===== src/rtl/ser_des_pkg.sv =====
// Shared word/beat geometry and FSM encoding for the 40-bit <-> 13-bit serdes pair.
// Latency: n/a (types and constants only).
// Backpressure: n/a; consumers apply their own load/ready handshake.
package ser_des_pkg;

    localparam int WORD_W = 40;
    localparam int BEAT_W = 13;
    localparam int BEATS  = 4;
    localparam int CNT_W  = 2;

    // Beat index of the final beat in a frame
    localparam logic [CNT_W-1:0] LAST_BEAT = CNT_W'(BEATS - 1);

    // Word bit ranges carried by each beat; beat3 carries a single bit in Dout[0]
    localparam int BEAT0_LO = 0;
    localparam int BEAT0_HI = 12;
    localparam int BEAT1_LO = 13;
    localparam int BEAT1_HI = 25;
    localparam int BEAT2_LO = 26;
    localparam int BEAT2_HI = 38;
    localparam int BEAT3_LO = 39;
    localparam int BEAT3_HI = 39;
    localparam int BEAT3_W  = BEAT3_HI - BEAT3_LO + 1;

    typedef enum logic {
        IDLE = 1'b0,
        SEND = 1'b1
    } state_t;

endpackage


===== src/rtl/ser40x13.sv =====
// 40-bit to 13-bit serializer, double buffered (hold + frame), 4 beats per word.
// Latency: Ld capture edge to first beat is one edge; back-to-back frames have no gap.
// Backpressure: Rdy = !hold_full; Ld while Rdy=0 is dropped. Optional Par under SER40X13_PARITY_EN.
module ser40x13
    import ser_des_pkg::*;
(
    input  logic              Cin,
    input  logic              Rst,
    input  logic [WORD_W-1:0] Din,
    input  logic              Ld,
    output logic              Rdy,
    output logic [BEAT_W-1:0] Dout,
    output logic              Vld,
    output logic              Sof,
    output logic [CNT_W-1:0]  cnt
`ifdef SER40X13_PARITY_EN
    ,
    output logic              Par
`endif
);

    state_t              state;
    logic [WORD_W-1:0]   hold;
    logic                hold_full;
    logic [WORD_W-1:0]   frame;

    logic                last_beat;
    logic                transfer;
    logic                take;
    logic [WORD_W-1:0]   mux_word;
    logic [CNT_W-1:0]    mux_idx;
    logic [BEAT_W-1:0]   mux_beat;

    assign Rdy       = ~hold_full;
    assign last_beat = (cnt == LAST_BEAT);
    // hold moves to frame when the serializer is idle or finishing the last beat
    assign transfer  = hold_full && ((state == IDLE) || last_beat);
    // a transfer edge always has hold_full=1, so take and transfer never coincide
    assign take      = Ld && !hold_full;

    // Select the word and beat index driven next, then slice out that beat
    always_comb begin
        mux_word = frame;
        mux_idx  = cnt + 1'b1;
        mux_beat = '0;
        if (transfer) begin
            mux_word = hold;
            mux_idx  = '0;
        end
        case (mux_idx)
            2'd0:    mux_beat = mux_word[BEAT0_HI:BEAT0_LO];
            2'd1:    mux_beat = mux_word[BEAT1_HI:BEAT1_LO];
            2'd2:    mux_beat = mux_word[BEAT2_HI:BEAT2_LO];
            default: mux_beat = {{(BEAT_W - BEAT3_W){1'b0}}, mux_word[BEAT3_HI:BEAT3_LO]};
        endcase
    end

    // Holding buffer: emptied by a transfer, filled by an accepted load
    always_ff @(posedge Cin or posedge Rst) begin
        if (Rst) begin
            hold      <= '0;
            hold_full <= 1'b0;
        end else if (transfer) begin
            hold_full <= 1'b0;
        end else if (take) begin
            hold      <= Din;
            hold_full <= 1'b1;
        end
    end

    // Frame FSM with registered beat outputs
    always_ff @(posedge Cin or posedge Rst) begin
        if (Rst) begin
            state <= IDLE;
            frame <= '0;
            Dout  <= '0;
            Vld   <= 1'b0;
            Sof   <= 1'b0;
            cnt   <= '0;
`ifdef SER40X13_PARITY_EN
            Par   <= 1'b0;
`endif
        end else if (transfer) begin
            // start a new frame, either from idle or straight after the last beat
            state <= SEND;
            frame <= hold;
            Dout  <= mux_beat;
            Vld   <= 1'b1;
            Sof   <= 1'b1;
            cnt   <= '0;
`ifdef SER40X13_PARITY_EN
            Par   <= ^mux_beat;
`endif
        end else if (state == SEND) begin
            if (!last_beat) begin
                Dout <= mux_beat;
                Sof  <= 1'b0;
                cnt  <= mux_idx;
`ifdef SER40X13_PARITY_EN
                Par  <= ^mux_beat;
`endif
            end else begin
                // last beat sent and nothing waiting: go quiet
                state <= IDLE;
                Dout  <= '0;
                Vld   <= 1'b0;
                Sof   <= 1'b0;
                cnt   <= '0;
`ifdef SER40X13_PARITY_EN
                Par   <= 1'b0;
`endif
            end
        end
    end

endmodule


===== config.mk =====
export PLATFORM = sky130hd
export DESIGN_NAME = ser40x13
export DESIGN_NICKNAME = d
export VERILOG_FILES = /design/src/rtl/ser_des_pkg.sv /design/src/rtl/ser40x13.sv
export SDC_FILE = /design/constraint.sdc
export NUM_CORES = 1
export LEC_CHECK = 0
export ABC_AREA = 1
export CAP_MARGIN = 10
export CORE_UTILIZATION = 30
export CTS_CLUSTER_DIAMETER = 50
export DETAILED_ROUTE_END_ITERATION = 8
export GPL_TIMING_DRIVEN = 0
export PLACE_DENSITY = 0.46
export SLEW_MARGIN = 15
export SYNTH_ARGS = -nofsm -noshare
export SYNTH_HDL_FRONTEND = slang
export SYNTH_SLANG_ARGS = --single-unit

===== constraint.sdc =====
create_clock -name Cin -period 4.41 [get_ports Cin]
set_clock_uncertainty 0.2 [all_clocks]
set_input_delay 0.882 -clock Cin [delete_from_list [all_inputs] [get_ports Cin]]
set_output_delay 0.882 -clock Cin [all_outputs]
set_load 0.05 [all_outputs]

# Yosys cells after proc, flatten, opt, wreduce, memory -nomap -nowiden
# Index checks and enable logic that the tools add are counted.
# word_totals
register_bits	99
inputBits	43
out_inout_bits	18
# classes
addsub	1
n_eq_ne	3
mux	19
n_bitwise	3
reduce_logical	10
# ops
operator	n
2-to-1 mux 40 bit	1
2-to-1 mux 13 bit	3
one-hot mux 13 bit (3 select lines)	1
2-to-1 mux 1 bit	10
2-to-1 mux 2 bit	4
nonzero test 2 bit	3
equality test 2 bit (second input constant)	2
AND reduction 2 bit	2
NOT 1 bit	3
adder 2 x 1 -> 2 bit (second input constant)	1
equality test 2 x 1 -> 1 bit (second input constant)	1
logical AND 1 bit	2
logical NOT 2 bit	1
logical NOT 1 bit	1
logical OR 1 bit	1

# Depth between registers and ports, before layout
# logic_depth
depth_word	9
mapped_depth	12
depth_no_buf	11

# Worst setup path after synthesis
# Ideal clock, no wire load.
# synth_timing
path_type	register -> register
start	reg cnt[0]
end	reg Dout[0]
setup_time_ns	0.118
arrival_ns	1.724
slack_ns	2.368
path_stages_with_launch	13
cell_sequence	dfrtp_1 > ha_1 > inv_2 > nand2_4 > nand2_8 > buf_12 > buf_6 > nand2_1 > nand2_1 > nor2_1 > nor2_1 > nand2_1 > nand2_1
# synth_between
word_cells_on_any_way	14
# synth_lines
item	line	text
from (decl)	ser40x13.sv:15	output logic [CNT_W-1:0] cnt
from (signal assigned)	ser40x13.sv:98	cnt <= mux_idx;
equality test 2 bit (*)	ser40x13.sv:35	assign last_beat = (cnt == LAST_BEAT);
logical OR 1 bit (*)	ser40x13.sv:37	assign transfer = hold_full && ((state == IDLE) || last_beat);
logical AND 1 bit (*)	ser40x13.sv:37	
2-to-1 mux 40 bit (*)	--	
net mux_word[39]	ser40x13.sv:30	logic [WORD_W-1:0] mux_word;
one-hot mux 13 bit (3 select lines) (*)	ser40x13.sv:50	case (mux_idx)
2-to-1 mux 13 bit	ser40x13.sv:95	if (!last_beat) begin
2-to-1 mux 13 bit	ser40x13.sv:94	end else if (state == SEND) begin
2-to-1 mux 13 bit (*)	ser40x13.sv:83	end else if (transfer) begin
to (signal assigned)	ser40x13.sv:87	Dout <= mux_beat;
to (signal assigned)	ser40x13.sv:96	Dout <= mux_beat;
to (decl)	ser40x13.sv:12	output logic [BEAT_W-1:0] Dout,
# Mark *: on every way through the listed nets, which the timed path passes. The rest lies on a longest branch. The select of a mux whose other input is x is not followed.
# A chain may end at the register's enable or synchronous reset.

# Worst setup path in the final report
# layout_timing
start	reg hold_full
end	out Rdy
# layout_between
elab_chain_len	1
# layout_rtl
item	line	text
from (decl)	ser40x13.sv:24	logic hold_full;
from (signal assigned)	ser40x13.sv:62	hold_full <= 1'b0;
from (signal assigned)	ser40x13.sv:64	hold_full <= 1'b0;
from (signal assigned)	ser40x13.sv:67	hold_full <= 1'b1;
NOT 1 bit	ser40x13.sv:34	assign Rdy = ~hold_full;
to (decl)	ser40x13.sv:11	output logic Rdy,
# Every way passes these cells.

==> results.toml <==
[worst_setup_path]
path_class = "register to output port"
crit_arrival_ps = 1770
slowest_delay_ps = 800
cp_top_family = "buffers and inverters"
crit_buf_inv = 3
cp.required_ps = 3330
endpoint_kind = "output port"
crit_slowest_cell = "clkdlybuf4s50_1"
cp_max_fo = 7
setup.worst_path.start_class = "register"
critical_path.cell_chain = "buf_4, inv_1, clkdlybuf4s50_1"

[clock_network]
cts.sinks = 99
cts_buffer_depth = 2
clk_pin_slew_worst_paths_ps = 70
h-tree-depth = 3
worstSkewPairLatency_ps = 350
cts_tree = "done"
cts_resized = 0
cts_root_buffer = "clkbuf_16"
numCtsBuffers = 9
ctsHoldBuffers = 0
post-cts-setup-buffer-count = 0

[power]
p_leak_nw = 2.569
p_per_area_nw_per_um2 = 819.1
vdd.ir_drop.worst_uv = 464.9

[synth]
ys_ff_latch = 99
synth_nets = 483
avgSynthCellArea_um2 = 9.291
netlist_area_um2 = 4079
synth_cells = 439
ys.warnings.count = 0
yosysSeqAreaShare_pct = 60.74
synth_cell_types = 21

[placed_design]
dpl-instance-area_um2 = 4932
hpwl_mm = 6.983
place.gp.congestion = 0.7527
io_buffers = 60

[final_layout]
final_net_count = 555
fin_area_um2 = 5213
area_delta_synth_final_pct = 27.79
drive_gt1_share_pct = 11.05
regArea_um2 = 2477
nFillCells = 1369
multi_input_area_um2 = 1290
antenna_cells = 0

[timing]
whs_ps = 270.3
period_share_pct = 64.77
setup-violations-final = 0
period_minus_slack_ps = 2857
tightest_slew_ps = 583.3
fmax_ghz = 0.3501
rsz0062_at_grt = "false"
slew_headroom_pct = 61.11
hold_violations = 0
maxSlewViolCount = 0

[global_routing]
grt_pass1_wl_mm = 16.01
grt_start_max_net_pins = 60
overflow = 0
antenna_found_initial = 0
track_usage_pct = 15.02
grt_pass1_vias = 3104

[route]
highest_layer = "met4"
detail-route-antenna-nets = 0
met1Wirelength_mm = 4.535
route.met3.wl_um = 451
wl_met2_mm = 4.470
routed-via-count = 2957
post_drt_wl_per_cell_um = 13.80
drt_iter0_drc = 137
viasPerCell = 4.273
dr.pass1.iters = 4
routed_wl_mm = 9.551
drc = 0

[floorplan]
core_um2 = 13240
die_w_um = 118.6
start_util_pct = 30.80
boundaryPins = 61
die_h_um = 118.6
dieArea_um2 = 14070
rows = 42

[status]
status = "finished, final reports clean"

[run]
drv_cap = 0

[hold_path]
min_path_type = "register to register"
==> report_power, final <==
part / internal, mW / leakage [nW] / total (mW) / switching, mW
sequential: 1.36 / 1.17 / 1.51 / 0.152
combinational: 0.715 / 1.27 / 2.02 / 1.30
clock: 0.400 / 0.132 / 0.745 / 0.345
==> layer usage <==
metal  track usage [%]  up-vias
met3             5.261       10
met1             19.48     1395
li1                  -     1501
met5                 0        -
met4             3.560        0
met2             23.94       51
==> final timing paths <==
kind	cells past startpoint	startpoint	slack (ps)	end
setup / recovery	3	hold_full	1550	Rdy
hold / removal	2	frame[28]	270	frame[28]
setup reg to reg	11	cnt[0]	2400	Dout[9]
min in group asynchronous	2	Rst	720	hold[15]
max in group asynchronous	3	Rst	2670	Sof
hold reg to reg	2	frame[28]	270	frame[28]
==> registers in the layout, summed over array words and instances (netlist names) <==
register	count
Dout	13
Sof	1
Vld	1
cnt	2
frame	40
hold	40
hold_full	1
state	1
==> layout by cell type, fill, tap and decap left out, types with 2 or more instances in the layout <==
cell type / synthesis / routed
nand2_1: 150 / 150
dfrtp_1: 99 / 99
clkdlybuf4s50_1: 0 / 60
inv_1: 41 / 40
nor2_1: 35 / 35
a21oi_1: 27 / 27
nand3_1: 18 / 18
o21ai_1: 17 / 17
mux2_2: 13 / 13
clkbuf_16: 0 / 9
buf_2: 8 / 8
o21ai_0: 7 / 7
o21ai_2: 6 / 6
buf_4: 5 / 5
buf_6: 4 / 4
clkbuf_1: 2 / 3
inv_6: 0 / 2
clkinvlp_4: 0 / 2
==> cell type report <==
class | instances | area share (%)
inverters | 42 | 3.120
flip-flops and latches | 99 | 47.53
clock inverters | 5 | 0.7201
plain buffers | 21 | 2.952
repair buffers | 61 | 12.05
well taps | 176 | 4.225
clock buffers | 11 | 4.657
multi-input cells | 277 | 24.75
==> worst register-to-register path, cell delays in order, from the launching register on <==
cell	delay, ps
dfrtp_1	440
ha_1	260
inv_2	80
nand2_4	90
nand2_8	120
buf_12	140
nand3_1	110
nand2_1	80
inv_1	60
buf_4	170
nand2_1	100
nand2_1	60
==> synth_stat cells <==
library cell,instances,area share [%]
buf_4,5,0.92
a21boi_0,1,0.18
buf_2,8,0.98
inv_1,41,3.8
nand3_1,18,2.2
o21ai_1,17,2.1
o21ai_0,7,0.86
buf_6,4,1.1
mux2_2,13,3.6
buf_1,1,0.092
o21ai_2,6,1.3
a21oi_1,27,3.3
nand2_4,1,0.28
nand2_1,150,14
clkbuf_1,2,0.18
buf_12,1,0.49
dfrtp_1,99,61
nand2_8,1,0.49
nor2_1,35,3.2
ha_1,1,0.31
inv_2,1,0.092
==> logic make-up after synthesis <==
family	synth area share (%)
compound gates	7.730
flops	60.74
mux	3.589
simple gates	20.00
buf+inv	7.638
fa+ha+maj	0.3067
==> stage by stage <==
step	worst slack, ps	std cells	setup TNS [ps]	power (mW)	util [%]
floorplan	737.6	439	0	2.967	-
global placement	-850.2	675	-83740	3.562	37.00
detailed placement	1771	676	0	3.584	37.24
CTS	1537	692	0	4.353	39.36
global route	1481	692	0	4.665	39.36
finish	1554	692	0	4.269	39.36
No activity file was read; power rests on OpenSTA's default activity.
